## src/rtl/prefetch_pkg.sv

```systemverilog
// Shared types and constants for the instruction prefetch queue.
package prefetch_pkg;

    localparam int          INSTR_W = 32;
    localparam logic [31:0] PC_INC  = 32'd4;

    typedef enum logic [1:0] {
        IDLE  = 2'd0,
        WAIT  = 2'd1,
        DRAIN = 2'd2
    } fetch_state_t;

    typedef struct packed {
        logic [INSTR_W-1:0] instr;
        logic [INSTR_W-1:0] pc;
    } fetch_entry_t;

    function automatic logic [31:0] word_align(input logic [31:0] addr);
        return {addr[31:2], 2'b00};
    endfunction

endpackage

```

## src/rtl/prefetch_fifo.sv

```systemverilog
// Circular buffer of fetched {instr, pc} entries with flush; head read straight from storage.
module prefetch_fifo
    import prefetch_pkg::*;
#(
    parameter int DEPTH = 4,
    localparam int PTR_W = $clog2(DEPTH),
    localparam int CNT_W = PTR_W + 1
) (
    input  logic         clock,
    input  logic         reset,
    input  logic         flush,
    input  logic         push,
    input  fetch_entry_t push_entry,
    input  logic         pop,
    output fetch_entry_t head,
    output logic         empty,
    output logic [CNT_W-1:0] count
);

    logic [PTR_W-1:0] wr_ptr_q, wr_ptr_d;
    logic [PTR_W-1:0] rd_ptr_q, rd_ptr_d;
    logic [CNT_W-1:0] count_q, count_d;
    logic             do_push;
    logic             do_pop;
    fetch_entry_t     mem_q [DEPTH];

    // Overrun is impossible: the fetch FSM reserves a slot before each request.
    always_comb begin
        do_push  = push && !flush;
        do_pop   = pop && (count_q != '0) && !flush;
        wr_ptr_d = wr_ptr_q;
        rd_ptr_d = rd_ptr_q;
        count_d  = count_q;
        if (flush) begin
            wr_ptr_d = '0;
            rd_ptr_d = '0;
            count_d  = '0;
        end else begin
            if (do_push) wr_ptr_d = wr_ptr_q + PTR_W'(1);
            if (do_pop)  rd_ptr_d = rd_ptr_q + PTR_W'(1);
            case ({do_push, do_pop})
                2'b10:   count_d = count_q + CNT_W'(1);
                2'b01:   count_d = count_q - CNT_W'(1);
                default: count_d = count_q;
            endcase
        end
    end

    always_ff @(posedge clock or posedge reset) begin
        if (reset) begin
            wr_ptr_q <= '0;
            rd_ptr_q <= '0;
            count_q  <= '0;
        end else begin
            wr_ptr_q <= wr_ptr_d;
            rd_ptr_q <= rd_ptr_d;
            count_q  <= count_d;
        end
    end

    always_ff @(posedge clock) begin
        if (do_push) mem_q[wr_ptr_q] <= push_entry;
    end

    assign head  = mem_q[rd_ptr_q];
    assign empty = (count_q == '0);
    assign count = count_q;

endmodule

```

## src/rtl/instr_prefetch_queue.sv

```systemverilog
// Instruction prefetch stage: req/ack fetch FSM feeding a small queue toward the datapath.
// Optional PREFETCH_BYPASS_EN: an accepted ack into an empty queue is presented the same cycle.
module instr_prefetch_queue
    import prefetch_pkg::*;
#(
    parameter int          DEPTH    = 4,
    parameter logic [31:0] RESET_PC = 32'h0000_0000
) (
    input  logic        clock,
    input  logic        reset,
    output logic        mem_req,
    output logic [31:0] mem_addr,
    input  logic        mem_ack,
    input  logic [31:0] mem_rdata,
    output logic        instr_valid,
    output logic [31:0] instr,
    output logic [31:0] instr_pc,
    input  logic        instr_ready,
    input  logic        redirect,
    input  logic [31:0] redirect_pc
);

    localparam int CNT_W = $clog2(DEPTH) + 1;

    fetch_state_t     state_q, state_d;
    logic             mem_req_q, mem_req_d;
    logic [31:0]      mem_addr_q, mem_addr_d;
    logic [31:0]      fetch_pc_q, fetch_pc_d;
    logic             accept;
    logic             fifo_push;
    logic             fifo_pop;
    logic             fifo_empty;
    logic [CNT_W-1:0] fifo_count;
    fetch_entry_t     fifo_head;
    fetch_entry_t     new_entry;

    assign accept    = (state_q == WAIT) && mem_ack && !redirect;
    assign new_entry = '{instr: mem_rdata, pc: fetch_pc_q};

    // A redirect with an outstanding request must still wait out the ack (DRAIN).
    always_comb begin
        state_d    = state_q;
        mem_req_d  = mem_req_q;
        mem_addr_d = mem_addr_q;
        fetch_pc_d = fetch_pc_q;
        if (redirect) begin
            fetch_pc_d = word_align(redirect_pc);
            case (state_q)
                WAIT, DRAIN: begin
                    if (mem_ack) begin
                        mem_req_d = 1'b0;
                        state_d   = IDLE;
                    end else begin
                        state_d   = DRAIN;
                    end
                end
                default: state_d = IDLE;
            endcase
        end else begin
            case (state_q)
                IDLE: begin
                    if (fifo_count < CNT_W'(DEPTH)) begin
                        mem_req_d  = 1'b1;
                        mem_addr_d = fetch_pc_q;
                        state_d    = WAIT;
                    end
                end
                WAIT: begin
                    if (mem_ack) begin
                        fetch_pc_d = fetch_pc_q + PC_INC;
                        mem_req_d  = 1'b0;
                        state_d    = IDLE;
                    end
                end
                DRAIN: begin
                    if (mem_ack) begin
                        mem_req_d = 1'b0;
                        state_d   = IDLE;
                    end
                end
                default: begin
                    mem_req_d = 1'b0;
                    state_d   = IDLE;
                end
            endcase
        end
    end

    always_ff @(posedge clock or posedge reset) begin
        if (reset) begin
            state_q    <= IDLE;
            mem_req_q  <= 1'b0;
            mem_addr_q <= word_align(RESET_PC);
            fetch_pc_q <= word_align(RESET_PC);
        end else begin
            state_q    <= state_d;
            mem_req_q  <= mem_req_d;
            mem_addr_q <= mem_addr_d;
            fetch_pc_q <= fetch_pc_d;
        end
    end

    assign mem_req  = mem_req_q;
    assign mem_addr = mem_addr_q;

    // Flush takes priority inside the FIFO, so a pop during redirect is ignored.
    assign fifo_pop = instr_ready && !redirect;

`ifdef PREFETCH_BYPASS_EN
    logic bypass_hit;
    assign bypass_hit  = fifo_empty && accept;
    assign instr_valid = !fifo_empty || bypass_hit;
    assign instr       = fifo_empty ? mem_rdata  : fifo_head.instr;
    assign instr_pc    = fifo_empty ? fetch_pc_q : fifo_head.pc;
    assign fifo_push   = accept && !(bypass_hit && instr_ready);
`else
    assign instr_valid = !fifo_empty;
    assign instr       = fifo_head.instr;
    assign instr_pc    = fifo_head.pc;
    assign fifo_push   = accept;
`endif

    prefetch_fifo #(
        .DEPTH(DEPTH)
    ) u_fifo (
        .clock      (clock),
        .reset      (reset),
        .flush      (redirect),
        .push       (fifo_push),
        .push_entry (new_entry),
        .pop        (fifo_pop),
        .head       (fifo_head),
        .empty      (fifo_empty),
        .count      (fifo_count)
    );

endmodule

```

## config.mk

```make
export PLATFORM = sky130hd
export DESIGN_NAME = instr_prefetch_queue
export DESIGN_NICKNAME = d
export VERILOG_FILES = /design/src/rtl/prefetch_pkg.sv /design/src/rtl/prefetch_fifo.sv /design/src/rtl/instr_prefetch_queue.sv
export SDC_FILE = /design/constraint.sdc
export NUM_CORES = 1
export LEC_CHECK = 0
export ABC_AREA = 1
export CAP_MARGIN = 20
export CORE_UTILIZATION = 35
export CTS_BUF_LIST = sky130_fd_sc_hd__clkbuf_16
export DETAILED_ROUTE_END_ITERATION = 10
export GPL_ROUTABILITY_DRIVEN = 0
export GPL_TIMING_DRIVEN = 1
export SYNTH_ARGS = -nofsm -noshare
export SYNTH_HDL_FRONTEND = slang
export SYNTH_SLANG_ARGS = --single-unit
```

## constraint.sdc

```tcl
create_clock -name clock -period 5 [get_ports clock]
set_input_delay 0.5 -clock clock [delete_from_list [all_inputs] [get_ports clock]]
set_output_delay 0.5 -clock clock [all_outputs]
set_load 0.02 [all_outputs]
```

## After elaboration in Yosys (flattened, before gate mapping)

Memory sizes are Yosys's and may differ from the RTL's.
Cells that the tools add are included.

| storage, ports and cells | value |
|---|---|
| register bits after elaboration | 74 |
| latch bits | 0 |
| RAM bits | 256 |
| memory bits (read-only) | 0 |
| bits of input ports | 69 |
| output and inout port bits | 98 |
| logic and storage cells | 65 |
| memories kept | 1 |

| operators by class | value |
|---|---|
| add/subtract/negate cells | 5 |
| multipliers | 0 |
| div/mod/pow operators | 0 |
| order comparisons | 1 |
| equal/unequal tests | 7 |
| shift-type cells | 0 |
| muxes and demuxes | 22 |
| bitwise operators | 1 |
| reduce and logical (&&, ||, !) cells | 21 |

Memory list:

| memory | words | width | rd ports | clocked after Yosys merged registers in | write ports | line | text |
|---|---|---|---|---|---|---|---|
| u_fifo.mem_q | 4 | 64 | 1 | 0 | 1 | prefetch_fifo.sv:25 | `fetch_entry_t mem_q [DEPTH];` |

Operators with widths:

| cell | count |
|---|---|
| $mux W32 | 3 |
| $add A32 B3 Y32 const B | 1 |
| $mux W2 | 9 |
| $reduce_bool A2 Y1 | 4 |
| $logic_and A1 B1 Y1 | 6 |
| $mux W1 | 6 |
| $pmux W3 S2 | 1 |
| $reduce_and A2 Y1 | 3 |
| $reduce_bool A3 Y1 | 2 |
| $add A2 B1 Y2 const B | 2 |
| $eq A2 B1 Y1 const B | 2 |
| $eq A2 B2 Y1 const B | 2 |
| $pmux W2 S2 | 1 |
| $add A3 B1 Y3 const B | 1 |
| $logic_not A3 Y1 | 1 |
| $lt A3 B3 Y1 const B | 1 |
| $mux W3 | 1 |
| $ne A3 B1 Y1 const B | 1 |
| $ne A3 B3 Y1 const B | 1 |
| $reduce_and A3 Y1 | 1 |
| $sub A3 B1 Y3 const B | 1 |
| $logic_not A1 Y1 | 2 |
| $logic_not A2 Y1 | 1 |
| $ne A2 B2 Y1 const B | 1 |
| other kinds (3) | 3 |

## Logic depth before layout (Yosys ltp)

Gate-level depths: netlist of run 1.

| depth | value |
|---|---|
| depth in word-level cells | 7 |
| depth in mapped cells | 10 |
| gate-level depth less buffers | 10 |

## Hierarchy

Synthesis of run 1 repeated with hierarchy kept, for this count alone.

| unflattened totals | value |
|---|---|
| cell total of the unflattened synthesis | 1176 |
| area total of the unflattened synthesis | 13530.5 µm² |

Modules (own cells, without submodules):

| module | times used | cells an instance | area each (µm²) |
|---|---|---|---|
| prefetch_fifo | 1 | 682 | 9990.8 |
| instr_prefetch_queue | 1 | 494 | 3539.6 |

## Worst setup path before layout of run 1

Ideal clock, no wire load.

| path | value |
|---|---|
| path kind | register to register |
| from | register state_q[1] |
| to | memory u_fifo.mem_q[0][10] (netlist bit) (enable) |
| library setup time | 0.482 ns |
| data arrival time | 3.641 ns |
| required time | 4.518 ns |
| setup slack | 0.877 ns |
| stages on the path, launching flop included | 7 |
| path buffers | 0 |
| cells stage by stage | dfrtp_1 inv_1 ha_1 nand2_2 nor2_1 inv_2 nor2_1 |

| on the way | value |
|---|---|
| word-level cells in the longest chain between the ends | 6 |

RTL lines:

| element | line | text |
|---|---|---|
| from (decl) | instr_prefetch_queue.sv:25 | `fetch_state_t state_q, state_d;` |
| from (signal assigned) | instr_prefetch_queue.sv:96 | `state_q <= state_d;` |
| $eq A2 B1 Y1 | instr_prefetch_queue.sv:37 | `assign accept = (state_q == WAIT) && mem_ack && !redirect;` |
| $logic_and A1 B1 Y1 (2 in series) | instr_prefetch_queue.sv:37 |  |
| $logic_and A1 B1 Y1 | prefetch_fifo.sv:29 | `do_push = push && !flush;` |
| $mux W1 | prefetch_fifo.sv:62 | `if (do_push) mem_q[wr_ptr_q] <= push_entry;` |
| $mux W1 (not written as such) | prefetch_fifo.sv:62 |  |
| to (decl) | prefetch_fifo.sv:25 |  |

No other way between the ends.

## Final worst setup path of run 1

| path | value |
|---|---|
| from | register u_fifo.rd_ptr_q[0] |
| to | output instr_pc[18] |

| on the way | value |
|---|---|
| word-level cells in the longest chain between the ends | 1 |

RTL lines:

| element | line | text |
|---|---|---|
| from (decl) | prefetch_fifo.sv:21 | `logic [PTR_W-1:0] rd_ptr_q, rd_ptr_d;` |
| from (signal assigned) | prefetch_fifo.sv:56 | `rd_ptr_q <= rd_ptr_d;` |
| $mem_v2 Z4 W64 | -- |  |
| to (decl) | instr_prefetch_queue.sv:17 | `output logic [31:0] instr_pc,` |

No other way between the ends.

==> results.yml, run 1 <==
cts:
  cts.hold.buffers_added: 0
  cts_setup_buffers: 0
  cts_tree: "yes"
  cts_sinks: 318
  cts_buffer_depth: 3
  cts_resized: 0
  path_clk_slew_ns: 0.06
  htreeDepth: 2
  root_buffer: "clkbuf_16"
  clock_latency_ns: 0.53
  numCtsBuffers: 35
critical_path:
  startpoint: "u_fifo.rd_ptr_q[0]"
  reg2regPathDepth: 10
  cp-end-kind: "primary output"
  rrSetupSlack_ns: 2.72
  crit_required_ns: 4.50
  cp-start-kind: "flip-flop"
  cp_max_fo: 87
  crit_path_end: "instr_pc[18]"
  r2r-start: "state_q[1]"
  r2r_end: "u_fifo.count[2]"
  path_class: "flip-flop to primary output"
  arrival_ns: 3.18
placed_design:
  place_ws_ns: 1.756
  port_buffers: 160
  post-place-cells: 1710
  hpwl_um: 19310
timing:
  rsz0062_at_grt: "false"
  setup_tns_ns: 0
  clock.fmax_ghz: 0.2715
  min_period_ns: 3.684
  worst-slew-pin-transition_ns: 0.9252
  hold_violations: 0
  setup_viol: 0
  finalWorstSetupSlack_ns: 1.316
  relSlewSlack: 0.3832
  slew_violations: 0
  skew_ns: 0.02327
  min_period_over_period: 0.7368
run_status:
  status: "finished clean"
synth:
  synthDominantAreaCellType: "edfxtp_1"
  synth_warnings: 0
  synth_area_leaders: "edfxtp_1 (57%), dfrtp_1 (13%), o21ai_0 (6.7%)"
  synthTopCellsByCount: "edfxtp_1 (248), nor2_1 (175), o21ai_0 (174)"
  synthFlopType: "edfxtp_1"
  synth-edff-count: 248
  postSynthCellCount: 1121
  syn_area_per_cell_um2: 11.67
  syn_area_mm2: 0.01308
  yosysMostFrequentCell: "edfxtp_1"
  ys_ff_latch: 318
  synth_top_area_frac: 0.5694
  synthArstFlopShare: 0.2201
  yosysSeqAreaShare: 0.7033
  synth_cell_types: 36
detailed_routing:
  drc: 0
  wl_per_cell_um: 17.54
  drt_iter0_drc: 634
  drt_pre_antenna_iters: 5
  detail-route-antenna-nets: 0
  via_per_inst: 4.926
  num_vias: 8734
  drt_wl_total_um: 31100
floorplan:
  die_w_um: 195.3
  dieHeight_um: 195.3
  fp.coreArea_mm2: 0.03670
  placementRows: 70
  ios: 167
  start_util: 0.3564
  dieArea_mm2: 0.03814
grt:
  grt.total_usage: 0.1652
  grt_first_pass_wirelength_um: 48620
  grt-ovfl-total: 0
  grt_start_max_net_pins: 91
  grt_pass1_vias: 8586
  antenna_found_initial: 0
cells_and_area:
  finalNonFillerCells: 1773
  fin_nets: 1357
  syn2layout_area_growth_pct: 24.45
  diodes: 0
  multi_input_area_mm2: 0.003382
  fillers: 3396
  regArea_mm2: 0.009204
  layout-drive-gt1-share: 0.08276
hold_path:
  hold_class: "input pin to async pin"
pwr:
  comb_power_share: 0.283
  internal-power_mw: 5.546
  seqPwrFrac: 0.417
  ir_worst_vdd_v: 0.0002890
  power.density_mw_per_mm2: 501.9
  switching_share: 0.3212
  p_clk_frac: 0.300
  p_leak_nw: 5.864
  p_switching_mw: 2.624
flow_run:
  drv_cap: 0
==> registers in the layout, summed over array words and instances (netlist names) <==
register,count
mem_addr,30
u_fifo.mem_q,248
mem_req,1
u_fifo.wr_ptr_q,2
u_fifo.count,3
u_fifo.rd_ptr_q,2
state_q,2
fetch_pc_q,30
==> power by group through the flow <==
stage	combinational, mW	sequential, mW	clock [mW]
after floorplan	1.21	3.49	0
after global placement	2.31	3.45	0
after detailed placement	2.33	3.45	0
after CTS	2.35	3.41	2.53
after global routing	2.53	3.44	2.62
final	2.31	3.41	2.45
==> cells in the final DEF (no fill, tap or decap), types with 2 or more instances in the layout <==
| cell type | instances |
|---|---|
| clkdlybuf4s50_1 | 160 |
| nand3_2 | 2 |
| nor2_4 | 13 |
| conb_1 | 4 |
| dfrtp_1 | 68 |
| buf_4 | 16 |
| o22ai_1 | 64 |
| nand3_1 | 48 |
| xnor2_1 | 3 |
| clkinv_2 | 2 |
| edfxtp_1 | 248 |
| nand2_1 | 136 |
| a22oi_1 | 2 |
| nand2_2 | 10 |
| nor2_1 | 171 |
| o21ai_1 | 5 |
| nor2_2 | 4 |
| mux2_2 | 8 |
| inv_2 | 7 |
| clkinv_1 | 10 |
| bufinv_16 | 3 |
| clkbuf_16 | 36 |
| ha_1 | 8 |
| inv_1 | 71 |
| a21oi_1 | 8 |
| o221ai_1 | 2 |
| o21ai_0 | 174 |
| o211ai_1 | 3 |
| xor2_1 | 6 |
==> kinds of logic (layout without fill, tap and decap cells) <==
family / count (synthesis) / in the layout / synth area share
mux: 8 / 8 / 0.006888
other cells: 1 / 4 / 0.0002867
flops: 318 / 318 / 0.7033
simple gates: 387 / 387 / 0.1249
xor+xnor: 9 / 9 / 0.006027
buf+inv: 128 / 309 / 0.04123
compound gates: 261 / 261 / 0.1081
fa+ha+maj: 9 / 9 / 0.009184
==> critical path: stages (launching register included) <==
cell and delay (ns):
dfrtp_4 0.64, clkinv_2 0.46, buf_12 0.38, o21ai_0 0.13
o22ai_1 0.30, clkdlybuf4s50_1 0.67
==> area by class of cell <==
cell class	count	area share
flip-flops and latches	318	0.5655
multi-input cells	678	0.2078
repair buffers	177	0.1070
clock buffers	36	0.05535
well taps	468	0.03598
inverters	69	0.01599
clock inverters	27	0.01245
==> how the worst min path moves through the flow <==
stage	startpoint	endpoint	depth (start not counted)	slack, ns
after global routing	mem_addr[5]	mem_addr[5]	2	0.52
final	reset	mem_addr[29]	2	0.49
after floorplan	fetch_pc_q[21]	u_fifo.mem_q[0][21]	0	0.52
after detailed placement	mem_addr[25]	mem_addr[25]	2	0.48
after global placement	mem_addr[2]	mem_addr[2]	2	0.48
after CTS	reset	mem_addr[20]	2	0.49
==> through the flow <==
stage	power (mW)	hold slack, ns	instance area [um^2]	util
after floorplan	4.700	0.5164	13090	-
after global placement	5.761	0.4803	15170	0.4135
after detailed placement	5.789	0.4780	15170	0.4135
after CTS	8.277	0.4936	16280	0.4435
after global routing	8.587	0.5199	16280	0.4435
final	8.170	0.4918	16280	0.4435
==> metal layers <==
metal	global-route usage	wire, um
met2	0.2639	14220
met1	0.2289	14540
met4	0.05191	780
met3	0.02919	1556
met5	0	0
Note: power is estimated with default switching activity, not from simulation.
==> run 2: changes to the inputs <==
==> constraint.sdc (replaced) <==
create_clock -name clock -period 3.8 [get_ports clock]
set_input_delay 0.38 -clock clock [delete_from_list [all_inputs] [get_ports clock]]
set_output_delay 0.38 -clock clock [all_outputs]
set_load 0.02 [all_outputs]
==> run 2 against run 1 <==
Count of clock-buffer cells in the layout rose by 1. Clock power rose by 32%. Via count rose by 1.1%. Global-route usage rose by 0.32 points. Hold slack got worse by 0.030 ns. Sequential cell count did not move. Cell count rose by 0.34%. Core utilization rose by 0.24 points. Power rose by 32%. Wire length rose by 1.9%. Setup slack got worse by 0.78 ns. Sequential power rose by 30%.
==> results.yml, run 2 (synthesized netlist as in run 1, its figures left out) <==
timing:
  min_period_over_period: 0.8601
  setup_viol: 0
  slew_violations: 0
  hold_ws_ns: 0.4616
  hold_violations: 0
  rsz0062_at_grt: "false"
  skew_ns: 0.01484
  worst-slew-pin-transition_ns: 0.9303
  clock.fmax_ghz: 0.3060
  min_period_ns: 3.268
  relSlewSlack: 0.3798
critical_path:
  cp-end-kind: "primary output"
  startpoint: "u_fifo.rd_ptr_q[0]"
  path_class: "flip-flop to primary output"
  crit_required_ns: 3.42
  arrival_ns: 2.89
  r2r-start: "state_q[1]"
  cp-start-kind: "flip-flop"
  cp_max_fo: 41
  rrSetupSlack_ns: 1.60
detailed_routing:
  via_per_inst: 4.965
  drt_pre_antenna_iters: 4
  drt_iter0_drc: 552
  drt_wl_total_um: 31690
  detail-route-antenna-nets: 0
  drc: 0
  wl_per_cell_um: 17.81
  num_vias: 8833
floorplan:
  placementRows: 70
  dieArea_mm2: 0.03814
  die_w_um: 195.3
  fp.coreArea_mm2: 0.03670
  dieHeight_um: 195.3
  ios: 167
  start_util: 0.3564
cts:
  path_clk_slew_ns: 0.06
  root_buffer: "clkbuf_16"
  htreeDepth: 2
  clock_latency_ns: 0.51
  cts.hold.buffers_added: 0
  numCtsBuffers: 37
  cts_resized: 0
  cts_buffer_depth: 3
  cts_tree: "yes"
  cts_sinks: 318
  cts_setup_buffers: 0
pwr:
  power.density_mw_per_mm2: 660.0
  p_total_mw: 10.80
  ir_worst_vdd_v: 0.0004630
  p_leak_nw: 5.888
cells_and_area:
  fillers: 3367
  finalNonFillerCells: 1779
  syn2layout_area_growth_pct: 25.11
  diodes: 0
  final_common_cell: "edfxtp_1"
  layout-drive-gt1-share: 0.09077
  final_util: 0.4459
  fin_area_mm2: 0.01636
  final_cell_mix: "edfxtp_1 (248), o21ai_0 (174), nor2_1 (171)"
  largest_reg_flops: 248
  fin_nets: 1363
  regMostFlops: "u_fifo.mem_q"
grt:
  grt_pass1_vias: 8788
  grt-ovfl-total: 0
  antenna_found_initial: 0
  grt.total_usage: 0.1684
  grt_first_pass_wirelength_um: 49510
  grt_start_max_net_pins: 126
placed_design:
  hpwl_um: 19290
  post-place-cells: 1714
  port_buffers: 160
  place_area_mm2: 0.01525
run_status:
  status: "finished clean"
flow_run:
  drv_cap: 0
hold_path:
  hold_class: "input pin to flip-flop"
  min_from: "redirect_pc[20]"
run 2: report_power, final:
part,switching (mW),total (mW),internal [mW]
clock,1.34,3.24,1.90
sequential,0.302,4.44,4.14
combinational,1.85,3.12,1.27
total,3.49,10.8,7.31
run 2: worst paths after layout:
kind | end | cells past startpoint
worst min-delay path | fetch_pc_q[20] | 3
worst min register to register | mem_addr[23] | 2
worst max-delay path | instr_pc[20] | 5
worst max register to register | u_fifo.mem_q[1][53] | 7
max in group asynchronous | u_fifo.rd_ptr_q[0] | 3
min in group asynchronous | fetch_pc_q[26] | 3
run 2: final cells by class:
| cell class | instances | area [um^2] | area share |
|---|---|---|---|
| clock buffer | 37 | 925.9 | 0.05658 |
| clock inverter | 28 | 183.9 | 0.01124 |
| inverter | 69 | 260.3 | 0.01590 |
| multi-input combinational | 678 | 3382 | 0.2067 |
| sequential | 318 | 9204 | 0.5625 |
| tap | 468 | 585.6 | 0.03579 |
| timing repair buffer | 181 | 1822 | 0.1113 |
run 2: per-layer routing:
metal  part of all wire  track usage  vias to the layer above  routed length (um)
li1                   -            -                     4272                   -
met1               0.46       0.2314                     4234               14670
met3              0.054      0.03161                       62                1719
met2               0.45       0.2672                      265               14400
met5                  0            0                        -                   0
met4              0.029      0.05862                        0                 904
run 2: worst max-delay path, cell delays in order (launching register included):
cell and delay [ns]:
dfrtp_4 0.49, clkinv_2 0.45, buf_4 0.38, nor2_1 0.07, o22ai_1 0.30, clkdlybuf4s50_1 0.67
run 2: per-stage QoR:
| stage | worst slack [ns] | setup TNS (ns) |
|---|---|---|
| after floorplan | -0.3231 | -80.12 |
| after global routing | 0.3827 | 0 |
| after detailed placement | 1.018 | 0 |
| after CTS | 0.4679 | 0 |
| final | 0.5316 | 0 |
| after global placement | 1.041 | 0 |
